--- config.mk ---
export PLATFORM = sky130hd
export DESIGN_NAME = fifo_rd_ctrl
export DESIGN_NICKNAME = d
export VERILOG_FILES = /design/src/rtl/fifo_rd_ctrl.sv
export SDC_FILE = /design/constraint.sdc
export NUM_CORES = 1
export LEC_CHECK = 0
export BUFFER_PORTS_ARGS = -buffer_cell sky130_fd_sc_hd__buf_2
export CORE_MARGIN = 3
export CORE_UTILIZATION = 35
export CTS_CLUSTER_DIAMETER = 200
export DETAILED_ROUTE_END_ITERATION = 16
export HOLD_SLACK_MARGIN = 0.03
export PLACE_DENSITY_LB_ADDON = 0.1
export SLEW_MARGIN = 20
export SYNTH_ARGS = -nofsm -noshare
export SYNTH_HDL_FRONTEND = slang
export SYNTH_SLANG_ARGS = --single-unit
--- constraint.sdc ---
create_clock -name rdclk -period 6.9 [get_ports rdclk]
set_input_delay 1.035 -clock rdclk [delete_from_list [all_inputs] [get_ports rdclk]]
set_output_delay 1.035 -clock rdclk [all_outputs]
set_load 0.02 [all_outputs]
--- src/rtl/fifo_rd_ctrl.sv ---
// Read-domain controller for the asynchronous FIFO.
// Owns the binary/Gray read pointer, the registered empty, level and almost-empty flags,
// and a three-state output stage. The output stage presents memory data as a
// first-word-fall-through valid/ready stream.
module fifo_rd_ctrl #(
  parameter int unsigned ptr_width  = 8,
  parameter int unsigned data_width = 8,
  parameter int unsigned ae_thresh  = 4
) (
  input  logic                  rdclk,
  input  logic                  rd_rst_n,
  input  logic [ptr_width:0]    wptr_sync,
  output logic [ptr_width:0]    rptr,
  output logic [ptr_width-1:0]  raddr,
  output logic                  mem_ren,
  input  logic [data_width-1:0] rdata_in,
  output logic [data_width-1:0] dout,
  output logic                  dout_valid,
  input  logic                  rd_ready,
  output logic                  fifo_empty,
  output logic                  almost_empty,
  output logic [ptr_width:0]    rd_level
);

  typedef enum logic [1:0] {
    StIdle,
    StPend,
    StHold
  } state_e;

  state_e                state_q, state_d;
  logic [ptr_width:0]    rbin_q;
  logic [ptr_width:0]    rbin_next;
  logic [ptr_width:0]    rgray_next;
  logic [ptr_width:0]    wbin_s;
  logic [ptr_width:0]    level_next;
  logic [data_width-1:0] hold_q;
  logic                  load_hold;

  // Gray to binary: each binary bit is the XOR of all Gray bits at or above it.
  function automatic logic [ptr_width:0] gray2bin(input logic [ptr_width:0] g);
    logic [ptr_width:0] b;
    b = g;
    for (int unsigned i = 1; i <= ptr_width; i++) begin
      b = b ^ (g >> i);
    end
    return b;
  endfunction

  // Read issue and next pointer values.
  always_comb begin
    dout_valid = (state_q != StIdle);
    // Never read while a word is stalled at the output.
    mem_ren    = !fifo_empty && (!dout_valid || rd_ready);
    rbin_next  = rbin_q + {{ptr_width{1'b0}}, mem_ren};
    rgray_next = rbin_next ^ (rbin_next >> 1);
    wbin_s     = gray2bin(wptr_sync);
    // Full memory gives wbin_s - rbin_next = 2**ptr_width through natural wrap.
    level_next = wbin_s - rbin_next;
    raddr      = rbin_q[ptr_width-1:0];
  end

  // Pointer, empty, level and almost-empty registers.
  always_ff @(posedge rdclk or negedge rd_rst_n) begin
    if (!rd_rst_n) begin
      rbin_q       <= '0;
      rptr         <= '0;
      fifo_empty   <= 1'b1;
      almost_empty <= 1'b1;
      rd_level     <= '0;
    end else begin
      rbin_q       <= rbin_next;
      rptr         <= rgray_next;
      fifo_empty   <= (rgray_next == wptr_sync);
      almost_empty <= (32'(level_next) <= ae_thresh);
      rd_level     <= level_next;
    end
  end

  // Output FSM next state, hold-register load and output data mux.
  always_comb begin
    state_d   = state_q;
    load_hold = 1'b0;
    dout      = '0;
    case (state_q)
      StIdle: begin
        if (mem_ren) state_d = StPend;
      end
      StPend: begin
        dout = rdata_in;
        if (rd_ready) begin
          state_d = mem_ren ? StPend : StIdle;
        end else begin
          // Memory data is only valid for one cycle, so capture it.
          state_d   = StHold;
          load_hold = 1'b1;
        end
      end
      StHold: begin
        dout = hold_q;
        if (rd_ready) state_d = mem_ren ? StPend : StIdle;
      end
      default: state_d = StIdle;
    endcase
  end

  // Output FSM state register.
  always_ff @(posedge rdclk or negedge rd_rst_n) begin
    if (!rd_rst_n) begin
      state_q <= StIdle;
    end else begin
      state_q <= state_d;
    end
  end

  // Hold register captures a stalled word leaving the memory.
  always_ff @(posedge rdclk or negedge rd_rst_n) begin
    if (!rd_rst_n) begin
      hold_q <= '0;
    end else if (load_hold) begin
      hold_q <= rdata_in;
    end
  end

endmodule

### After elaboration in Yosys (flattened, before gate mapping)

Cells that the tools add are included.

* output and inout port bits: 38
* word-level logic and storage cells: 39
* bits of input ports: 20
* bits in registers: 39

* magnitude comparators: 1
* eq/ne operators: 5
* add/subtract/negate cells: 2
* reductions and logical operators: 7
* bitwise operators: 9
* multiplexer cells: 8

Operator list (count)
* bitwise XOR 9 x 8 -> 9 bit: 2
* one-hot mux 8 bit (2 select lines): 1
* adder 9 x 1 -> 9 bit: 1
* == test 9 bit: 1
* <= comparator 9 x 3 -> 1 bit (second input constant): 1
* subtractor 9 bit: 1
* bitwise XOR 9 x 1 -> 9 bit: 1
* bitwise XOR 9 x 2 -> 9 bit: 1
* bitwise XOR 9 x 3 -> 9 bit: 1
* bitwise XOR 9 x 4 -> 9 bit: 1
* bitwise XOR 9 x 5 -> 9 bit: 1
* bitwise XOR 9 x 6 -> 9 bit: 1
* bitwise XOR 9 x 7 -> 9 bit: 1
* 2-to-1 mux 2 bit: 3
* one-hot mux 2 bit (3 select lines): 1
* != test 2 bit (second input constant): 2
* 2-to-1 mux 1 bit: 3
* == test 2 x 1 -> 1 bit (second input constant): 1
* == test 2 bit (second input constant): 1
* logical NOT 1 bit: 2
* logical NOT 2 bit: 1
* AND reduction 2 bit: 1
* nonzero test 2 bit: 1
* logical AND 1 bit: 1
* logical OR 1 bit: 1

### Depth between registers and ports, before layout

* depth after elaboration: 10
* gate-level depth with buffers: 15
* mapped depth without buffers: 15

### Worst setup path before layout

Ideal clock, no wire load.

* path kind: in2reg
* start: input port wptr_sync[8]
* end: register almost_empty
* setup slack: 2.618 ns
* required time: 6.803 ns
* stages on the path: 15
* path buffers: 0
* arrival time: 4.185 ns
* cells stage by stage: xor3_2 > xor2_2 > xnor2_2 > xor2_2 > xnor3_2 > xnor2_1 > ha_1 > inv_1 > fa_1 > a211oi_1 > o21ai_0 > a21o_1 > a21oi_1 > xnor2_1 > nor4_1

* word-level cells in the longest chain between the ends: 10

RTL lines
* start: declaration: RTL line 12 `input logic [ptr_width:0] wptr_sync,`
* bitwise XOR 9 x 8 -> 9 bit: RTL line 45 `b = b ^ (g >> i);`
* bitwise XOR 9 x 7 -> 9 bit: RTL line 45
* bitwise XOR 9 x 6 -> 9 bit: RTL line 45
* bitwise XOR 9 x 5 -> 9 bit: RTL line 45
* bitwise XOR 9 x 4 -> 9 bit: RTL line 45
* bitwise XOR 9 x 3 -> 9 bit: RTL line 45
* bitwise XOR 9 x 2 -> 9 bit: RTL line 45
* bitwise XOR 9 x 1 -> 9 bit (*): RTL line 45
* subtractor 9 bit (*): RTL line 59 `level_next = wbin_s - rbin_next;`
* named net level_next[8]: RTL line 36 `logic [ptr_width:0] level_next;`
* <= comparator 9 x 3 -> 1 bit (*): RTL line 75 `almost_empty <= (32'(level_next) <= ae_thresh);`
* end signal: assignment: RTL line 75
* end: declaration: RTL line 21 `output logic almost_empty,`

The timed path passes the listed nets; every way through them passes the cells marked *.
A chain may end at the register's enable or synchronous reset.

### Worst setup path in the final report

Same ends and word-level chain as after synthesis.

==> flow_metrics.tcl <==
set metrics [dict create \
    outcome "completed" \
    yosys.area.top_type "dfrtp_1" \
    seq_area_frac_synth_pct 42.5 \
    die_w_um 86.0 \
    critical_path.max_stage_delay_ps 470 \
    drt_pass1_iterations 3 \
    cellPowerDensity_nw_per_um2 552 \
    post-route-period-util_pct 64.2 \
    initial_core_util_pct 37.0 \
    skew_ps 6.65 \
    worstMarginPinSlew_ps 858 \
    cp_cell_sequence "buf_2 -> xor3_2 -> xor2_2 -> xnor2_2 -> xor2_2 -> xnor3_2 -> xnor2_1 -> ha_1 -> inv_1 -> fa_1 -> a211oi_1 -> o21ai_0 -> a21o_1 -> a21oi_1 -> xnor2_1 -> nor4_1" \
    setup_violations 0 \
    drv_slew 0 \
    insertion_delay_ps 280 \
    fin_nets 296 \
    mostFrequentLayoutCell "buf_2" \
    post-route-drc-count 0 \
    vias_per_cell 4.77 \
    diodes 0 \
    cp-start-kind "input port" \
    die_y_um 86.0 \
    grt_max_degree 39 \
    wl_met1_um 2150 \
    hold_buffers 0 \
    slew_headroom_pct 42.8 \
    route.vias.total 1603 \
    cap_violations 0 \
    gp_congestion 0.765 \
    cellLeakagePower_nw 1.31 \
    critPathKind "input port to flip-flop" \
    cp.required_ps 7080 \
    syn_avg_cell_area_um2 11.0 \
    synth_warnings 0 \
    met2_wirelength_um 2200 \
    grt_pass1_vias 1579 \
    portBuffers 57 \
    grt-ovfl-total 0 \
    dp_hpwl_um 3630 \
    final_cell_mix "buf_2 (57), dfrtp_1 (36), xnor2_1 (17), inv_1 (16), ha_1 (14)" \
    clock-sinks 38 \
    cts_tree "built" \
    core-area_um2 6060 \
    netlist_instances 203 \
    grt_antenna_before_repair 0 \
    top_layer "met4" \
    drtIter0Drc 58 \
    cts_setup_buffers 0 \
    grt_pass1_wl_um 7560 \
    ys_ff_latch 38 \
    cp_max_fo 3 \
    grt_use_total_pct 12.9 \
    peakVddDrop_mv 0.226 \
    routed_wl_um 4640 \
    fin_setup_tns_ps 0 \
    cts_buffer_depth 2 \
    min_path_type "flip-flop to flip-flop" \
    drive_gt1_share_pct 29.9 \
    postRouteAntennaNets 0 \
    cts-root-buf "clkbuf_8" \
    synth_ff_type "dfrtp_1" \
    route.met3.wl_um 225 \
    hold_viol 0 \
    routedWlPerCell_um 13.8 \
    cts_max_level 2 \
    yosys-top-cells-area "dfrtp_1 (40%), ha_1 (7.8%), xnor2_1 (6.6%)" \
    finalPower_w 0.00148 \
    cts_resized 0 \
    synth_fp_nets 238 \
    clk_pin_slew_ps 70 \
    rows 28 \
    design.die.area_um2 7400 \
    slowest_stage "xor3_2" \
    areaGrowthSynthToFinish_pct 19.3 \
    syn_area_um2 2240 \
    crit_arrival_ps 4610 \
    cts_buffers 5 \
    rsz0062_at_grt "no" \
    async_flop_share_pct 100 \
    synth_top_area_share_pct 40.2 \
    io_pins 58 \
    endpoint_kind "flip-flop" \
    synth-edff-count 0 \
    max_clock_freq_mhz 226 \
    period_needed_ps 4430 \
    synth_cell_types 42 \
]
-- worst paths after layout --
check                        startpoint      endpoint  slack [ps]  depth (start not counted)
max                        wptr_sync[8]  almost_empty        2470                         16
min                           hold_q[2]     hold_q[2]         510                          1
max reg2reg                  state_q[1]  almost_empty        2950                         15
min reg2reg                   hold_q[2]     hold_q[2]         510                          1
max in group asynchronous      rd_rst_n     rbin_q[5]        5500                          1
min in group asynchronous      rd_rst_n     hold_q[3]         860                          1
-- critical path: cells and delay by family --
family                   cells  cell delay [ps]
AO/OA/AOI/OAI                4              800
XOR/XNOR                     7             1720
adder cells (fa/ha/maj)      2              600
buffers and inverters        2              170
AND/OR/NAND/NOR              1              290
-- layer usage --
metal | GRT usage [%] | up-vias
met5 | 0 | -
met4 | 4.17 | 0
met3 | 2.98 | 6
met2 | 20.9 | 38
met1 | 17.1 | 741
li1 | - | 818
-- registers in the layout (all words and copies together) (netlist names) --
signal and flops:
fifo_empty 1, rptr 8, hold_q 8, almost_empty 1, state_q 2, rd_level 9
rbin_q 9
-- kinds of logic after synthesis --
logic type	count (synthesis)	synth area share [%]
compound gates	41	12.1
xor+xnor	37	18.1
fa+ha+maj	15	8.71
buf+inv	22	3.69
flops	38	42.5
mux	9	4.52
simple gates	41	10.3
-- area by class of cell --
type | count | area, µm²
fillers | 615 | 3390
multi-input cells | 143 | 1200
flip-flops and latches | 38 | 953
repair buffers | 57 | 285
well taps | 75 | 93.8
clock buffers | 7 | 76.3
inverters | 16 | 60.1
-- per-stage QoR --
| step | worst slack [ps] | instance area [µm²] | hold slack, ps | std cells | utilization [%] |
|---|---|---|---|---|---|
| after floorplan | 2620 | 2240 | 482 | 203 | - |
| after global placement | 2300 | 2600 | 493 | 329 | 42.9 |
| after detailed placement | 2190 | 2600 | 497 | 329 | 42.9 |
| after CTS | 2450 | 2670 | 513 | 336 | 44.1 |
| after global routing | 2240 | 2670 | 533 | 336 | 44.1 |
| final | 2470 | 2670 | 513 | 336 | 44.1 |
-- power by group --
part,switching [W],total (W),internal [W]
Clock,0.0000721,0.000142,0.0000696
Combinational,0.000549,0.000946,0.000397
Sequential,0.0000563,0.000389,0.000333
-- synth_stat cells (2+ instances only) --
| cell | instances |
|---|---|
| and2_1 | 3 |
| xor2_2 | 2 |
| nand2b_1 | 2 |
| nor3_1 | 2 |
| a21oi_1 | 7 |
| dfrtp_1 | 36 |
| ha_1 | 14 |
| nor2b_1 | 9 |
| xor2_1 | 13 |
| xnor2_1 | 17 |
| o21ai_0 | 10 |
| a22oi_1 | 10 |
| a21o_1 | 2 |
| and3_1 | 2 |
| nor2_1 | 10 |
| nand4_1 | 2 |
| o21a_1 | 3 |
| a211oi_1 | 2 |
| mux2_2 | 9 |
| clkbuf_1 | 6 |
| and3b_1 | 2 |
| nand2_1 | 2 |
| inv_1 | 16 |
| dfstp_2 | 2 |
| nand3_1 | 3 |
(Power assumes the default switching activity.)
